===== config.mk =====
export PLATFORM = sky130hd
export DESIGN_NAME = lms_host_ctrl
export DESIGN_NICKNAME = d
export VERILOG_FILES = /design/src/rtl/lms_pkg.sv /design/src/rtl/lms_conv_detect.sv /design/src/rtl/lms_host_ctrl.sv
export SDC_FILE = /design/constraint.sdc
export NUM_CORES = 1
export LEC_CHECK = 0
export CORE_MARGIN = 2
export CORE_UTILIZATION = 30
export CTS_BUF_LIST = sky130_fd_sc_hd__clkbuf_4 sky130_fd_sc_hd__clkbuf_8 sky130_fd_sc_hd__clkbuf_16
export CTS_CLUSTER_DIAMETER = 100
export DETAILED_ROUTE_END_ITERATION = 10
export HOLD_SLACK_MARGIN = 0.02
export PLACE_DENSITY = 0.67
export SLEW_MARGIN = 10
export SYNTH_ARGS = -nofsm -noshare
export SYNTH_HDL_FRONTEND = slang
export SYNTH_SLANG_ARGS = --single-unit

===== constraint.sdc =====
create_clock -name Clk -period 1.7 [get_ports Clk]
set_input_delay 0.34 -clock Clk [delete_from_list [all_inputs] [get_ports Clk]]
set_output_delay 0.34 -clock Clk [all_outputs]
set_load 0.01 [all_outputs]

===== src/rtl/lms_pkg.sv =====
// Shared constants for the LMS host controller: geometry, command op codes,
// response status codes and FSM state encodings.
package lms_pkg;

  localparam int NTAPS = 4;
  localparam int W     = 16;

  localparam logic [1:0] OP_LOAD  = 2'b00;
  localparam logic [1:0] OP_TRAIN = 2'b01;
  localparam logic [1:0] OP_READ  = 2'b10;

  localparam logic [2:0] ST_OK        = 3'b000;
  localparam logic [2:0] ST_ZERO_LEN  = 3'b001;
  localparam logic [2:0] ST_ABORT     = 3'b010;
  localparam logic [2:0] ST_CONVERGED = 3'b011;
  localparam logic [2:0] ST_BAD_OP    = 3'b100;

  localparam logic [2:0] S_IDLE  = 3'd0;
  localparam logic [2:0] S_LOAD  = 3'd1;
  localparam logic [2:0] S_TRAIN = 3'd2;
  localparam logic [2:0] S_SNAP  = 3'd3;
  localparam logic [2:0] S_RESP  = 3'd4;

endpackage


===== src/rtl/lms_conv_detect.sv =====
// Convergence detector: counts consecutive cycles with |err| < ERR_THRESH while
// active and pulses converged on the cycle the run reaches CONV_RUN.
module lms_conv_detect #(
  parameter int                  W          = lms_pkg::W,
  parameter logic signed [W-1:0] ERR_THRESH = 16'sd41,
  parameter int                  CONV_RUN   = 32
) (
  input  logic                Clk,
  input  logic                Rst,
  input  logic                active,
  input  logic signed [W-1:0] err,
  output logic                converged
);

  localparam int RUN_W = $clog2(CONV_RUN + 1);

  logic [W:0]       mag;
  logic             below;
  logic [RUN_W-1:0] run;

  // One extra bit so that the most negative error maps to +2^(W-1), never below threshold.
  assign mag       = err[W-1] ? (~{err[W-1], err} + 1'b1) : {1'b0, err};
  assign below     = mag < {1'b0, ERR_THRESH};
  assign converged = active && below && (run == RUN_W'(CONV_RUN - 1));

  // NOTE: sequential state uses non-blocking assignments so every flop samples pre-edge values.
  always_ff @(posedge Clk) begin
    if (Rst || !active) run <= '0;
    else if (below)     run <= run + 1'b1;
    else                run <= '0;
  end

endmodule


===== src/rtl/lms_host_ctrl.sv =====
// Host-side command controller for the 4-tap Q4.12 LMS core: LOAD / TRAIN / READ
// with a valid/ready response. Optional early stop on convergence: LMS_CONV_STOP_EN.
module lms_host_ctrl #(
  parameter int                  NTAPS      = lms_pkg::NTAPS,
  parameter int                  W          = lms_pkg::W,
  parameter int                  CNT_W      = 16,
  parameter logic signed [W-1:0] ERR_THRESH = 16'sd41,
  parameter int                  CONV_RUN   = 32
) (
  input  logic                  Clk,
  input  logic                  Rst,
  input  logic                  cmd_valid,
  output logic                  cmd_ready,
  input  logic [1:0]            cmd_op,
  input  logic [NTAPS*W-1:0]    cmd_data,
  input  logic                  abort,
  output logic [NTAPS*W-1:0]    w_set,
  output logic                  load_weights,
  output logic                  training_en,
  input  logic [NTAPS*W-1:0]    w_cur,
  input  logic signed [W-1:0]   err,
  output logic                  rsp_valid,
  input  logic                  rsp_ready,
  output logic [NTAPS*W-1:0]    rsp_data,
  output logic [2:0]            rsp_status,
  output logic [CNT_W-1:0]      rsp_count
);

  import lms_pkg::*;

  logic [2:0]       state, state_nxt;
  logic [CNT_W-1:0] remaining;
  logic             accept, zero_len, last_cycle, converged;

  assign accept     = (state == S_IDLE) && cmd_valid;
  assign zero_len   = (cmd_data[CNT_W-1:0] == '0);
  assign last_cycle = (remaining == CNT_W'(1));

`ifdef LMS_CONV_STOP_EN
  lms_conv_detect #(
    .W          (W),
    .ERR_THRESH (ERR_THRESH),
    .CONV_RUN   (CONV_RUN)
  ) u_conv (
    .Clk       (Clk),
    .Rst       (Rst),
    .active    (state == S_TRAIN),
    .err       (err),
    .converged (converged)
  );
`else
  logic unused_conv;
  assign unused_conv = &{1'b0, err, ERR_THRESH, CONV_RUN[0], ST_CONVERGED};
  assign converged   = 1'b0;
`endif

  // NOTE: next state gets a default before the case so no latch is inferred.
  always_comb begin
    state_nxt = state;
    case (state)
      S_IDLE:
        if (cmd_valid) begin
          case (cmd_op)
            OP_LOAD:  state_nxt = S_LOAD;
            OP_TRAIN: state_nxt = zero_len ? S_RESP : S_TRAIN;
            OP_READ:  state_nxt = S_SNAP;
            default:  state_nxt = S_RESP;
          endcase
        end
      S_LOAD:  state_nxt = S_RESP;
      S_TRAIN: if (last_cycle || abort || converged) state_nxt = S_SNAP;
      S_SNAP:  state_nxt = S_RESP;
      S_RESP:  if (rsp_ready) state_nxt = S_IDLE;
      default: state_nxt = S_IDLE;
    endcase
  end

  // Handshake and strobe outputs are registered decodes of the next state.
  always_ff @(posedge Clk) begin
    if (Rst) begin
      state        <= S_IDLE;
      cmd_ready    <= 1'b1;
      load_weights <= 1'b0;
      training_en  <= 1'b0;
      rsp_valid    <= 1'b0;
      w_set        <= '0;
      remaining    <= '0;
      rsp_data     <= '0;
      rsp_status   <= ST_OK;
      rsp_count    <= '0;
    end else begin
      state        <= state_nxt;
      cmd_ready    <= (state_nxt == S_IDLE);
      load_weights <= (state_nxt == S_LOAD);
      training_en  <= (state_nxt == S_TRAIN);
      rsp_valid    <= (state_nxt == S_RESP);

      if (accept) begin
        rsp_count  <= '0;
        rsp_status <= ST_OK;
        case (cmd_op)
          OP_LOAD: begin
            w_set    <= cmd_data;
            rsp_data <= cmd_data;
          end
          OP_TRAIN: begin
            remaining <= cmd_data[CNT_W-1:0];
            if (zero_len) begin
              rsp_status <= ST_ZERO_LEN;
              rsp_data   <= w_cur;
            end
          end
          OP_READ: ;
          default: begin
            rsp_status <= ST_BAD_OP;
            rsp_data   <= '0;
          end
        endcase
      end

      // Count includes the exit cycle; status reflects the highest-priority exit cause.
      if (state == S_TRAIN) begin
        remaining <= remaining - 1'b1;
        rsp_count <= rsp_count + 1'b1;
        if (last_cycle)     rsp_status <= ST_OK;
        else if (abort)     rsp_status <= ST_ABORT;
        else if (converged) rsp_status <= ST_CONVERGED;
      end

      if (state == S_SNAP) rsp_data <= w_cur;
    end
  end

endmodule


==> results by group <==
Final layout
  – Nets: 1,379
  – Fillcell total: between 2,000 and 2,500
  – Share of layout cells above drive strength 1: 0.2981
  – Core Util, Final: 0.5759
  – Final instance area: 0.01356 mm2
  – Area delta synth->final: 87.36%
  – Ant diodes: 0

Timing
  – Slew Limit Fails: 0
  – Setup TNS: -16.20 ns
  – Final setup vio count: approximately 140
  – Worst-margin pin slew: 0.4584 ns
  – Layout Skew: between 0.01 and 0.015 ns
  – Max Clk Rate: 502.4 MHz
  – Final period util: 1.171
  – Final hold violations: 0
  – Worst setup margin: -0.2904 ns
  – RSZ-0062 raised after global routing: true
  – Slew margin rel.: 0.6944
  – Final Critical Period: 1.990 ns

Worst setup path
  – CP max FO: 5
  – Worst path arrival time: 2.31 ns
  – CP Capture Type: register
  – WS Path Type: reg2reg
  – Startpoint types: register
  – Critical path data required time: a little over 2 ns

GRT
  – Overflow after GRT: 0
  – Initial antenna violation count: 0
  – First-pass GRT wire length: roughly 43 mm
  – Largest net degree at the start of global routing: 46
  – GRT Util Overall: 0.2133
  – Vias in the first global route: 7,718

Yosys
  – Seq/Total Area, Yosys: 0.4703
  – Top post-synthesis cells by area: dfxtp_1, nand2_1, a22oi_1
  – Syn_nets: 1,004
  – Post-Synthesis Cells: between 800 and 900
  – Cell with the most instances after synthesis: dfxtp_1
  – Commonest cells in the netlist: dfxtp_1, nand2_1, a21oi_1
  – Seq cells post-synth: 170
  – Dominant synthesized flop cell: dfxtp_1
  – Yosys top cell by area: dfxtp_1
  – Post-synth ARST share: 0
  – Post-Synthesis Cell Area: 0.007237 mm2
  – Ys Warns: 0
  – Yosys cell types: 57
  – Mapped Avg Cell Area: 8.514 um2
  – Synth top area share: 0.4703
  – EDFF count, synth: 0

Power
  – Power Density: 871.9 mW/mm2
  – Leakage: ~6.0 nW
  – Total power: around 12 mW
  – Switching part of the total power: 0.3165
  – Sequential power share: 0.376
  – Int Pwr: about 8.1 mW
  – Worst VDD drop: 753.0 uV
  – Switching Power: 3.742 mW
  – Combinational power share: 0.288
  – Clock power frac: 0.336

CTS
  – TritonCTS Buffers: 17
  – Worst-Skew Late Latency: ~0.43 ns
  – Root buffer cell: clkbuf_16
  – CTS tree: done
  – CTS clk-pin slew, worst paths: 0.08 ns
  – Clk sinks: 170
  – CTS H-tree lvls: 4
  – Max clock buf depth: 2

Placed design
  – Detailed placement HPWL: 19.41 mm
  – Cell Area, Placed: 0.01113 mm2
  – IO buf count: 285
  – Pre-CTS WS: -0.6634 ns
  – RePlAce Congestion: between 0.8 and 0.9

Routing
  – Post-Route WL: 31.91 mm
  – Final antenna-violating net count: 0
  – Via count: 8,341
  – Starting DRC count in detailed routing: 587
  – DRC errors left: 0
  – Vias per inst: 5.357
  – Pre-antenna DRT Iters: 5
  – Wire per inst: 20.50 um

Status
  – Failing checks: negative setup slack
  – Outcome: finished, violations left

Floorplan
  – Starting Density: 0.3074
  – Io pins: 302
  – Chip Width: 159.3 um
  – Core region area: 0.02354 mm2
  – Die area: 0.02538 mm2
  – # rows: 56
  – DIE HEIGHT: between 150 and 200 um

Job
  – Max-Cap Viols: 0

Min path
  – HP Class: in2reg
==> placed cells by master, fill, tap and decap left out, types with 36 or more instances in the layout <==
master	netlist	final
a211oi_2	0	42
a22oi_1	70	68
a21oi_2	0	36
dfxtp_1	170	158
nor3_1	70	57
buf_4	8	75
a21oi_1	91	55
nand2_1	152	126
clkdlybuf4s50_1	0	191
dlymetal6s2s_1	0	64
==> stage by stage <==
stage | hold WS (ns) | std cells
2_1_floorplan | 0.4537 | 850
3_3_place_gp | 0.4406 | 1480
3_5_place_dp | 0.4472 | 1480
4_1_cts | 0.2916 | 1522
5_1_grt | 0.3185 | 1557
6_report | 0.3152 | 1557
==> sequential cells by signal (all words and copies together) (netlist names) <==
register	cells
load_weights	1
state	3
rsp_data	64
remaining	16
rsp_valid	1
w_set	64
rsp_status	3
rsp_count	16
training_en	1
cmd_ready	1
==> critical path, stage by stage (launching register included) <==
cell	delay, ns
dfxtp_2	0.33
buf_6	0.11
or3b_4	0.41
nor2_4	0.11
o211a_4	0.20
buf_12	0.13
buf_12	0.11
clkbuf_16	0.16
nor3_2	0.05
a211oi_1	0.26
==> layout make-up <==
type / instances / area, um2 / area share
timing repair buffer: 433 / 4840 / 0.3569
tap: 319 / 399.1 / 0.02944
inverter: 3 / 11.26 / 0.0008305
sequential: 170 / 3421 / 0.2523
clock inverter: 14 / 151.4 / 0.01117
clock buffer: 18 / 439.2 / 0.03239
multi-input combinational: 600 / 4298 / 0.3170
==> layer usage <==
metal  GRT usage  vias to the layer above  share of wire
li1            -                     3881              -
met1      0.2788                     4038           0.42
met5           0                        -              0
met2      0.3474                      362           0.48
met4     0.06405                        0          0.027
met3     0.05444                       60          0.074
==> power groups by stage <==
stage | logic [mW] | registers [mW] | clock network (mW)
2_1_floorplan | 1.04 | 4.63 | 0
3_3_place_gp | 2.57 | 4.51 | 0
3_5_place_dp | 2.59 | 4.52 | 0
4_1_cts | 2.74 | 4.43 | 4.04
5_1_grt | 3.61 | 4.48 | 4.20
6_report | 3.40 | 4.45 | 3.97
==> path summary, 6_finish.rpt <==
check	from	endpoint	slack, ns	cells after the start
setup reg to reg	state[0]	rsp_data[15]	-0.29	9
hold reg to reg	w_set[60]	w_set[60]	0.46	2
hold / removal	Rst	w_set[37]	0.32	2
setup / recovery	state[0]	rsp_data[15]	-0.29	9
==> what timing repair did <==
action	in CTS	in global routing
buffers inserted	7	18
pin swaps	20	104
cloned	4	20
resized for setup	78	279
setup endpoints to repair	193	228
endpoints found under the hold margin	0	0
hold buffers	0	0
==> cell families after synthesis <==
kind of cell,Yosys count,synth area share
AND/OR/NAND/NOR,313,0.2011
flip-flops,170,0.4703
XOR/XNOR,1,0.001210
adder cells (fa/ha/maj),3,0.005187
buffers and inverters,81,0.06379
AO/OA/AOI/OAI,278,0.2523
multiplexers,4,0.006224
No activity file was read; power rests on OpenSTA's default activity.
